### config.mk
export PLATFORM = sky130hd
export DESIGN_NAME = hit_resolver_flat
export DESIGN_NICKNAME = d
export VERILOG_FILES = /design/src/rtl/hit_resolver_if.sv /design/src/rtl/hit_resolver.sv /design/src/flat_wrapper.sv
export SDC_FILE = /design/constraint.sdc
export NUM_CORES = 1
export LEC_CHECK = 0
export BUFFER_PORTS_ARGS = -buffer_cell sky130_fd_sc_hd__buf_2
export CELL_PAD_IN_SITES_DETAIL_PLACEMENT = 0
export CELL_PAD_IN_SITES_GLOBAL_PLACEMENT = 1
export CORE_UTILIZATION = 42
export CTS_BUF_LIST = sky130_fd_sc_hd__clkbuf_16
export DETAILED_ROUTE_END_ITERATION = 16
export PLACE_DENSITY_LB_ADDON = 0.1
export SYNTH_ARGS = -nofsm -noshare
export SYNTH_HDL_FRONTEND = slang
export SYNTH_SLANG_ARGS = --single-unit
### constraint.sdc
create_clock -name clk -period 3.4 [get_ports clk]
set_input_delay 0.68 -clock clk [delete_from_list [all_inputs] [get_ports clk]]
set_output_delay 0.68 -clock clk [all_outputs]
set_load 0.05 [all_outputs]
### src/rtl/hit_resolver_if.sv
// Hit-detection bus between the hit detector / player FSMs (master) and the resolver (slave).
interface hit_resolver_if;
  logic       frame_tick;
  logic [1:0] hitresult;
  logic [3:0] p1_state;
  logic [3:0] p2_state;
  logic       round_start;
  logic [6:0] p1_health;
  logic [6:0] p2_health;
  logic       p1_stun;
  logic       p2_stun;
  logic       p1_hit_pulse;
  logic       p2_hit_pulse;
  logic [1:0] winner;
  logic       round_over;

  modport master (
    output frame_tick, hitresult, p1_state, p2_state, round_start,
    input  p1_health, p2_health, p1_stun, p2_stun,
           p1_hit_pulse, p2_hit_pulse, winner, round_over
  );

  modport slave (
    input  frame_tick, hitresult, p1_state, p2_state, round_start,
    output p1_health, p2_health, p1_stun, p2_stun,
           p1_hit_pulse, p2_hit_pulse, winner, round_over
  );
endinterface

### src/rtl/hit_resolver.sv
// Turns per-frame hitbox contact into damage, hitstun, KO detection and round sequencing.
module hit_resolver #(
  parameter int MAX_HEALTH     = 100,
  parameter int BASIC_DAMAGE   = 10,
  parameter int STUN_FRAMES    = 12,
  parameter int KO_HOLD_FRAMES = 60
) (
  input  logic           clk,
  input  logic           rst_n,
  hit_resolver_if.slave  bus
);
  localparam int STW = $clog2(STUN_FRAMES + 1);
  localparam int KOW = $clog2(KO_HOLD_FRAMES + 1);
  localparam logic [6:0]     HMAX  = 7'(MAX_HEALTH);
  localparam logic [6:0]     DMG   = 7'(BASIC_DAMAGE);
  localparam logic [STW-1:0] STUNL = STW'(STUN_FRAMES);
  localparam logic [KOW-1:0] KOL   = KOW'(KO_HOLD_FRAMES);

  typedef enum logic [1:0] {FIGHT, KO_HOLD, OVER} state_e;

  state_e         state_q, state_d;
  logic [6:0]     h1_q, h1_d, h2_q, h2_d;
  logic [STW-1:0] sc1_q, sc1_d, sc2_q, sc2_d;
  logic           l1_q, l1_d, l2_q, l2_d;
  logic           pu1_q, pu1_d, pu2_q, pu2_d;
  logic [1:0]     win_q, win_d;
  logic [KOW-1:0] ko_q, ko_d;
  logic           land1, land2;

  always_ff @(posedge clk or negedge rst_n) begin
    if (!rst_n) begin
      state_q <= FIGHT;
      h1_q    <= HMAX;
      h2_q    <= HMAX;
      sc1_q   <= '0;
      sc2_q   <= '0;
      l1_q    <= 1'b0;
      l2_q    <= 1'b0;
      pu1_q   <= 1'b0;
      pu2_q   <= 1'b0;
      win_q   <= 2'b00;
      ko_q    <= '0;
    end else begin
      state_q <= state_d;
      h1_q    <= h1_d;
      h2_q    <= h2_d;
      sc1_q   <= sc1_d;
      sc2_q   <= sc2_d;
      l1_q    <= l1_d;
      l2_q    <= l2_d;
      pu1_q   <= pu1_d;
      pu2_q   <= pu2_d;
      win_q   <= win_d;
      ko_q    <= ko_d;
    end
  end

  // Both landings use pre-update stun/latch state so a trade (11) hits both players.
  assign land1 = (state_q == FIGHT) && bus.frame_tick && bus.hitresult[1] && (sc2_q == '0) && !l1_q;
  assign land2 = (state_q == FIGHT) && bus.frame_tick && bus.hitresult[0] && (sc1_q == '0) && !l2_q;

  always_comb begin
    state_d = state_q;
    h1_d    = h1_q;
    h2_d    = h2_q;
    sc1_d   = sc1_q;
    sc2_d   = sc2_q;
    l1_d    = l1_q;
    l2_d    = l2_q;
    pu1_d   = 1'b0;
    pu2_d   = 1'b0;
    win_d   = win_q;
    ko_d    = ko_q;
    if (bus.round_start) begin
      state_d = FIGHT;
      h1_d    = HMAX;
      h2_d    = HMAX;
      sc1_d   = '0;
      sc2_d   = '0;
      l1_d    = 1'b0;
      l2_d    = 1'b0;
      win_d   = 2'b00;
      ko_d    = '0;
    end else if (bus.frame_tick) begin
      if (sc1_q != '0) sc1_d = sc1_q - 1'b1;
      if (sc2_q != '0) sc2_d = sc2_q - 1'b1;
      case (state_q)
        FIGHT: begin
          if (bus.p1_state < 4'd3) l1_d = 1'b0;
          if (bus.p2_state < 4'd3) l2_d = 1'b0;
          if (land1) begin
            h2_d  = (h2_q < DMG) ? 7'd0 : h2_q - DMG;
            sc2_d = STUNL;
            l1_d  = 1'b1;
            pu2_d = 1'b1;
          end
          if (land2) begin
            h1_d  = (h1_q < DMG) ? 7'd0 : h1_q - DMG;
            sc1_d = STUNL;
            l2_d  = 1'b1;
            pu1_d = 1'b1;
          end
          if (h1_d == 7'd0 || h2_d == 7'd0) begin
            win_d   = {h1_d == 7'd0, h2_d == 7'd0};
            state_d = KO_HOLD;
            ko_d    = KOL;
          end
        end
        KO_HOLD: begin
          if (ko_q <= 1) begin
            ko_d    = '0;
            state_d = OVER;
          end else begin
            ko_d = ko_q - 1'b1;
          end
        end
        default: ;
      endcase
    end
  end

  always_comb begin
    bus.p1_health    = h1_q;
    bus.p2_health    = h2_q;
    bus.p1_stun      = (sc1_q != '0);
    bus.p2_stun      = (sc2_q != '0);
    bus.p1_hit_pulse = pu1_q;
    bus.p2_hit_pulse = pu2_q;
    bus.winner       = win_q;
    bus.round_over   = (state_q == OVER);
  end
endmodule

### src/flat_wrapper.sv
// flat-port wrapper written by rule: the top's interface ports become plain ports
module hit_resolver_flat 
#(
  parameter int MAX_HEALTH     = 100,
  parameter int BASIC_DAMAGE   = 10,
  parameter int STUN_FRAMES    = 12,
  parameter int KO_HOLD_FRAMES = 60
)
  (clk, rst_n, bus_frame_tick, bus_hitresult, bus_p1_state, bus_p2_state, bus_round_start, bus_p1_health, bus_p2_health, bus_p1_stun, bus_p2_stun, bus_p1_hit_pulse, bus_p2_hit_pulse, bus_winner, bus_round_over);
  hit_resolver_if bus_i ();
  input  logic clk;
  input  logic rst_n;
  input wire logic [$bits(bus_i.frame_tick)-1:0] bus_frame_tick;
  input wire logic [$bits(bus_i.hitresult)-1:0] bus_hitresult;
  input wire logic [$bits(bus_i.p1_state)-1:0] bus_p1_state;
  input wire logic [$bits(bus_i.p2_state)-1:0] bus_p2_state;
  input wire logic [$bits(bus_i.round_start)-1:0] bus_round_start;
  output wire logic [$bits(bus_i.p1_health)-1:0] bus_p1_health;
  output wire logic [$bits(bus_i.p2_health)-1:0] bus_p2_health;
  output wire logic [$bits(bus_i.p1_stun)-1:0] bus_p1_stun;
  output wire logic [$bits(bus_i.p2_stun)-1:0] bus_p2_stun;
  output wire logic [$bits(bus_i.p1_hit_pulse)-1:0] bus_p1_hit_pulse;
  output wire logic [$bits(bus_i.p2_hit_pulse)-1:0] bus_p2_hit_pulse;
  output wire logic [$bits(bus_i.winner)-1:0] bus_winner;
  output wire logic [$bits(bus_i.round_over)-1:0] bus_round_over;
  assign bus_i.frame_tick = bus_frame_tick;
  assign bus_i.hitresult = bus_hitresult;
  assign bus_i.p1_state = bus_p1_state;
  assign bus_i.p2_state = bus_p2_state;
  assign bus_i.round_start = bus_round_start;
  assign bus_p1_health = bus_i.p1_health;
  assign bus_p2_health = bus_i.p2_health;
  assign bus_p1_stun = bus_i.p1_stun;
  assign bus_p2_stun = bus_i.p2_stun;
  assign bus_p1_hit_pulse = bus_i.p1_hit_pulse;
  assign bus_p2_hit_pulse = bus_i.p2_hit_pulse;
  assign bus_winner = bus_i.winner;
  assign bus_round_over = bus_i.round_over;
  hit_resolver #(.MAX_HEALTH(MAX_HEALTH), .BASIC_DAMAGE(BASIC_DAMAGE), .STUN_FRAMES(STUN_FRAMES), .KO_HOLD_FRAMES(KO_HOLD_FRAMES)) u_core (.clk(clk), .rst_n(rst_n), .bus(bus_i));
endmodule
==> summary.md, run 1 <==
| Metric | Value |
|---|---|
| Outcome | `finished clean` |
| Avg WL per Cell | `14.43 µm` |
| First-pass GRT wire length | `8604 µm` |
| First-pass DRT Iterations | `4` |
| Sequential share of the synthesized area | `0.4241` |
| DRT Wirelength | `5052 µm` |
| Post-DP HPWL | `around 3600 µm` |
| Syn nets | `roughly 260` |
| Slew HR | `0.4498` |
| R2R Path Start | `u_core.state_q[0]` |
| Vias in the first global route | `between 1500 and 2000` |
| DIE AREA | `approximately 5400 µm²` |
| PortBufs | `34` |
| Synth top area share | `0.3505` |
| Worst EP required | `between 3 and 4 ns` |
| RSZ-0062 raised after global routing | `false` |
| MaxCap Viol Count | `0` |
| Pins over their slew limit | `0` |
| Post-CTS setup buffers | `0` |
| Final setup TNS | `0 ns` |
| Startpoint Class | `flop` |
| CTS Hold Bufs | `0` |
| Die H | `73.42 µm` |
| Fin crit period | `3.014 ns` |
| Crit path DAT | `between 3 and 4 ns` |
| TritonCTS Buffers | `5` |
| Ant. Diodes | `0` |
| Worst hold path class | `in -> async` |
| Design area | `between 2000 and 3000 µm²` |
| Area leader, netlist | `dfrtp_1` |
| CTS max path bufs | `2` |
| Multi-input gate area | `approximately 1100 µm²` |
| Pwr Density | `about 790 nW/µm²` |
| Syn. warnings | `0` |
| I/O pin total | `35` |
| Via count | `1910` |
| Initial core utilization | `0.4447` |
| Fin. Hold Viols | `0` |
| H-tree Lvls | `2` |
| Most frequent cells in the layout | `buf_2 (34), nor2_1 (32), dfrtp_1 (30)` |
| Fraction of layout cells with a size suffix above 1 | `0.2261` |
| Gpl congestion | `about 0.8` |
| Final Setup Violations | `0` |
| Row cnt | `25` |
| Layout Nets | `approximately 300` |
| Setup crit end kind | `flop` |
| Grt ovf | `0` |
| Clk root buf | `clkbuf_16` |
| Clock sink total | `36` |
| Cts repair resizes | `0` |
| Slew @ Worst Pin | `~0.83 ns` |
| Area delta synth->final | `19.16%` |
| Max Clk Rate | `~330 MHz` |
| FF+latch area | `around 910 µm²` |
| Max IR drop VDD | `between 0.4 and 0.5 mV` |
| Vias/cell | `approximately 5.5` |
| Worst Reg2Reg Path Length in Cells | `9` |
| CTS tree | `done` |
| Worst skew pair latency | `0.28 ns` |
| #FFs+latches synth | `36` |
| Count of cell types in the netlist | `47` |
| Core area | `between 4000 and 5000 µm²` |
| Fin crit share | `0.8866` |
| Initial antenna violation count | `0` |
| FF-to-FF setup slack | `a little under 0.4 ns` |
| DRT iter0 DRCs | `approximately 140` |
| Drc violations | `0` |
| Fillers | `479` |
| Reg2reg end | `u_core.ko_q[1]` |
| Syn Inst Count | `about 240` |
| Avg Cell Area, Syn | `slightly below 9 µm²` |
| Largest fanout on the critical path | `7` |
| Clock slew at reported path FFs | `0.06 ns` |
| LEAKAGE | `around 1.2 nW` |
| GRT Util Overall | `0.2108` |
| Pin count of the biggest net entering global routing | `37` |
| Synth area leaders | `dfrtp_1 (35%), dfstp_2 (7.4%), nor2_1 (5.6%)` |
| Most common cell after layout, fill and taps aside | `buf_2` |
| Die width | `between 70 and 80 µm` |
| Post-Syn Area | `2142 µm²` |
| Antenna Nets Post-Route | `0` |
| Placed Area | `roughly 2400 µm²` |
| Clock skew | `~0.0067 ns` |
| WS Path Type | `reg -> reg` |
-- synth_stat cells, drive strengths merged --
| master | n |
|---|---|
| nor2 | 32 |
| dfrtp | 30 |
| nand2 | 20 |
| inv | 16 |
| a21oi | 14 |
| o21ai | 11 |
| clkbuf | 8 |
| ha | 8 |
| nor2b | 8 |
| nor3 | 8 |
| or3 | 8 |
| nand3 | 7 |
| dfstp | 6 |
| a31oi | 5 |
| nand2b | 5 |
| o31ai | 5 |
| a211oi | 4 |
| mux2i | 4 |
| a211o | 3 |
| a22oi | 3 |
| mux2 | 3 |
| nor3b | 3 |
| nor4 | 3 |
| or4b | 3 |
| nand3b | 2 |
| o311a | 2 |
| o311ai | 2 |
| or2 | 2 |
| or4 | 2 |
| a21o | 1 |
| a2bb2oi | 1 |
| a311oi | 1 |
| a32oi | 1 |
| and3 | 1 |
| and4 | 1 |
| buf | 1 |
| nand4 | 1 |
| nand4bb | 1 |
| o211a | 1 |
| o21a | 1 |
| o22ai | 1 |
| o41ai | 1 |
| or3b | 1 |
| or4bb | 1 |
-- worst max-delay path, cell delays in order (launching register included) --
cell,delay (ns)
dfrtp_1,0.42
buf_4,0.18
or4b_1,0.59
nor4_1,0.34
mux2i_1,0.26
and4_1,0.26
a211oi_2,0.10
buf_4,0.18
or4_1,0.46
a21oi_1,0.15
-- worst max path at each step --
| stage | from | to | cells past startpoint |
|---|---|---|---|
| 2_1_floorplan | bus_frame_tick | u_core.ko_q[0] | 8 |
| 3_3_place_gp | bus_hitresult[0] | u_core.ko_q[1] | 9 |
| 3_5_place_dp | bus_hitresult[0] | u_core.ko_q[1] | 9 |
| 4_1_cts | u_core.state_q[0] | u_core.ko_q[1] | 9 |
| 5_1_grt | u_core.sc2_q[0] | u_core.ko_q[1] | 10 |
| 6_report | u_core.state_q[0] | u_core.ko_q[1] | 9 |
-- kinds of logic (layout without fill, tap and decap cells) --
group | after synthesis | count (layout) | synth area share
and+or+nand+nor | 109 | 109 | 0.2669
AOI/OAI and AO/OA | 57 | 57 | 0.1805
DFF | 36 | 36 | 0.4241
buffers and inverters | 25 | 66 | 0.04731
adders and majority gates | 8 | 8 | 0.04673
muxes | 7 | 7 | 0.03446
-- registers in the layout, indices dropped and copies added (netlist names), 2 cells and up --
signal,cells
u_core.bus.p1_health,7
u_core.bus.p2_health,7
u_core.bus.winner,2
u_core.ko_q,6
u_core.sc1_q,4
u_core.sc2_q,4
u_core.state_q,2
-- power by group --
| part | internal, W | switching, W |
|---|---|---|
| combinational | 0.000326 | 0.000629 |
| clock | 0.000265 | 0.000172 |
| sequential | 0.000529 | 0.000100 |
| total | 0.00112 | 0.000902 |
-- through the flow --
stage | worst slack [ns] | util | std cells | power (W) | hold WS [ns]
after floorplan | 0.3228 | - | 242 | 0.001363 | 0.3844
after global placement | 0.2728 | 0.5013 | 342 | 0.001589 | 0.5288
after detailed placement | 0.2012 | 0.5013 | 342 | 0.001591 | 0.5408
after CTS | 0.3866 | 0.5299 | 350 | 0.002036 | 0.5329
after global routing | 0.1172 | 0.5299 | 350 | 0.002171 | 0.5761
final | 0.3857 | 0.5299 | 350 | 0.002022 | 0.4975
-- layer usage --
| layer | wire (µm) | vias to the layer above | GRT usage |
|---|---|---|---|
| li1 | - | 954 | - |
| met1 | 2507 | 912 | 0.2969 |
| met2 | 2317 | 38 | 0.3241 |
| met3 | 163 | 6 | 0.03018 |
| met4 | 64 | 0 | 0.08974 |
| met5 | 0 | - | 0 |
-- cell type report --
class / count / share of cell area
Tap cell: 67 / 0.03284
Multi-Input combinational cell: 181 / 0.4436
Clock buffer: 5 / 0.04902
Sequential cell: 36 / 0.3559
Timing Repair Buffer: 42 / 0.09020
Clock inverter: 3 / 0.004902
Inverter: 16 / 0.02353
(Power assumes the default switching activity.)
==> inputs of run 2 (changes only) <==
--- a/config.mk
+++ b/config.mk
@@ -5,10 +5,11 @@
 export SDC_FILE = /design/constraint.sdc
 export NUM_CORES = 1
 export LEC_CHECK = 0
+export ABC_AREA = 1
 export BUFFER_PORTS_ARGS = -buffer_cell sky130_fd_sc_hd__buf_2
 export CELL_PAD_IN_SITES_DETAIL_PLACEMENT = 0
 export CELL_PAD_IN_SITES_GLOBAL_PLACEMENT = 1
-export CORE_UTILIZATION = 42
+export CORE_UTILIZATION = 41
 export CTS_BUF_LIST = sky130_fd_sc_hd__clkbuf_16
 export DETAILED_ROUTE_END_ITERATION = 16
 export PLACE_DENSITY_LB_ADDON = 0.1
==> summary.md, run 2 <==
| Metric | Value |
|---|---|
| Outcome | `finished clean` |
| PnR worst setup slack | `roughly 0.98 ns` |
| Async SR Flop Fraction | `1.000` |
| Cts repair resizes | `0` |
| Setup crit end kind | `flop` |
| Worst EP required | `3.56 ns` |
| Dpl cells | `a little over 400` |
| CTS max path bufs | `2` |
| Multi-input gate area | `roughly 1200 µm²` |
| Max IR drop VDD | `approximately 0.43 mV` |
| Gpl congestion | `0.7333` |
| Fin. Hold Viols | `0` |
| Area delta synth->final | `16.55%` |
| Via count | `approximately 2000` |
| Clock slew at reported path FFs | `~0.060 ns` |
| Fillers | `between 500 and 600` |
| Final Setup Violations | `0` |
| CTS Hold Bufs | `0` |
| Final non-filler cell total | `a little over 400` |
| First-pass DRT Iterations | `4` |
| Count of cell types in the netlist | `31` |
| Post-synthesis adder-cell area fraction | `0.04355` |
| Pwr Density | `~840 nW/µm²` |
| First-pass GRT wire length | `about 8300 µm` |
| FF+latch area | `between 900 and 1000 µm²` |
| Clock sink total | `36` |
| Worst Reg2Reg Path Length in Cells | `15` |
| Avg Cell Area, Syn | `approximately 7.6 µm²` |
| DRT iter0 DRCs | `approximately 110` |
| Top cells by count, synth | `nand2_1 (74), nor2_1 (41), inv_1 (36), dfrtp_1 (30), nand3_1 (22)` |
| DP Worst Slack | `between 0.9 and 1 ns` |
| Synth top area share | `0.3266` |
| Vias/cell | `between 4 and 5` |
| Fin crit period | `~2.4 ns` |
| FF-to-FF setup slack | `about 1 ns` |
| Ant. Diodes | `0` |
| Antenna Nets Post-Route | `0` |
| Syn Inst Count | `303` |
| Initial antenna violation count | `0` |
| Met2 usage | `0.2670` |
| TritonCTS Buffers | `5` |
| Startpoint Class | `flop` |
| Post-Syn Area | `between 2000 and 2500 µm²` |
| Drc violations | `0` |
| Initial core utilization | `0.4388` |
| CTS tree | `done` |
| Crit path DAT | `approximately 2.6 ns` |
| Die H | `approximately 77 µm` |
| Post-DP HPWL | `between 3000 and 4000 µm` |
| LEAKAGE | `1.433 nW` |
| Slew @ Worst Pin | `about 0.83 ns` |
| #FFs+latches synth | `36` |
| Synth area leaders | `dfrtp_1 (33%), nand2_1 (12%), dfstp_2 (6.9%)` |
| Die width | `roughly 77 µm` |
| RSZ-0062 raised after global routing | `false` |
| Post-synth EDFFs | `0` |
| Syn nets | `approximately 330` |
| Busiest grt layer | `met2` |
| Top_reg_cell synth | `dfrtp_1` |
| H-tree Lvls | `2` |
| Most frequent cells in the layout | `nand2_1 (74), nor2_1 (41), inv_1 (38)` |
| Fin crit share | `0.7128` |
| Grt ovf | `0` |
| PortBufs | `34` |
| Post-Synth XOR/XNOR Area | `0.03048` |
| Compound-cell area share of the yosys netlist | `0.1013` |
| Row cnt | `26` |
| Met1 usage | `0.2470` |
| Simple-Gate Fraction of Synth Area | `0.3566` |
| Slew HR | `0.4466` |
| Fraction of layout cells with a size suffix above 1 | `0.2544` |
| Count leader, synth | `nand2_1` |
| Area leader, netlist | `dfrtp_1` |
| Post-CTS setup buffers | `0` |
| DRT Wirelength | `roughly 4800 µm` |
| Vias in the first global route | `around 1800` |
| Met3 usage | `0.03452` |
| MaxCap Viol Count | `0` |
| Syn. warnings | `0` |
| Most common cell after layout, fill and taps aside | `nand2_1` |
| DIE AREA | `~6000 µm²` |
| Pins over their slew limit | `0` |
| Pin count of the biggest net entering global routing | `37` |
| Largest fanout on the critical path | `12` |
| Sequential share of the synthesized area | `0.3952` |
| Core area | `~5200 µm²` |
| WS Path Type | `reg -> reg` |
| GRT Util Overall | `0.1752` |
| Final setup TNS | `0 ns` |
| Avg WL per Cell | `11.56 µm` |
| Largest family of logic cells by synthesized area | `simple AND/OR/NAND/NOR gates` |
| Worst hold path class | `in -> async` |
| Max Clk Rate | `around 410 MHz` |
| I/O pin total | `35` |
| Core Util, Final | `0.5115` |
| Post-synthesis mux area share | `0` |
| Layout Nets | `roughly 360` |
| Worst skew pair latency | `between 0.2 and 0.3 ns` |
| Clock skew | `approximately 0.011 ns` |
| Clk root buf | `clkbuf_16` |
## run 2: cell count changes in the layout (fill, tap and decap cells not counted), sizes merged, moves of 6 or more
cell   previous run  this run
or3               8         0
nor2b             8         0
nor2             32        56
xor2              0         6
nand2            20        85
buf              42        35
nor3              8         0
o21ai            11        20
nand3             7        26
inv              18        39
## run 2: final timing paths
kind / to / start
max in group asynchronous: u_core.state_q[0] / rst_n
setup reg to reg: u_core.ko_q[3] / u_core.bus.p2_health[1]
min in group clk: u_core.bus.winner[0] / u_core.bus.winner[0]
setup / recovery: u_core.ko_q[3] / u_core.bus.p2_health[1]
hold reg to reg: u_core.bus.winner[0] / u_core.bus.winner[0]
hold / removal: u_core.sc2_q[1] / rst_n
## run 2: power by group
group,switching (W),internal [W]
Sequential,0.000112,0.000555
Combinational,0.000782,0.000384
Clock,0.000164,0.000264
## run 2: area by class of cell
class                      count  share of cell area
multi-input combinational    225              0.4563
sequential                    36              0.3391
timing repair buffer          35             0.06632
inverter                      38             0.05418
clock buffer                   5             0.04671
tap                           70             0.03269
clock inverter                 3            0.004671
## run 2: cells by family after synthesis
logic type      count (synthesis)
compound gates                 38
xor+xnor                        8
fa+ha+maj                       8
buf+inv                        42
flops                          36
simple gates                  171
## run 2: critical path: stages (launching register included)
cell	delay [ns]
dfrtp_1	0.39
inv_1	0.10
ha_1	0.18
inv_1	0.04
nand2_1	0.12
nand3_1	0.27
nand3_1	0.18
nor2_1	0.05
nor2_1	0.15
nand2_1	0.07
nor2_1	0.09
nand2_1	0.10
nand4_2	0.14
nand2_2	0.22
nand2_1	0.14
o21ai_2	0.06
## run 2: per-stage QoR
step	hold WS (ns)	instance area [µm²]	total power, W
floorplan	0.3844	2298	0.001631
global placement	0.4999	2541	0.001842
detailed placement	0.4856	2541	0.001845
CTS	0.4985	2679	0.002288
global route	0.5088	2679	0.002456
finish	0.4952	2679	0.002261
## run 2: metal layers
layer  wire length [µm]  share of wire
met3                159          0.033
met4                 43         0.0090
met2               2092           0.44
met1               2467           0.52
met5                  0              0
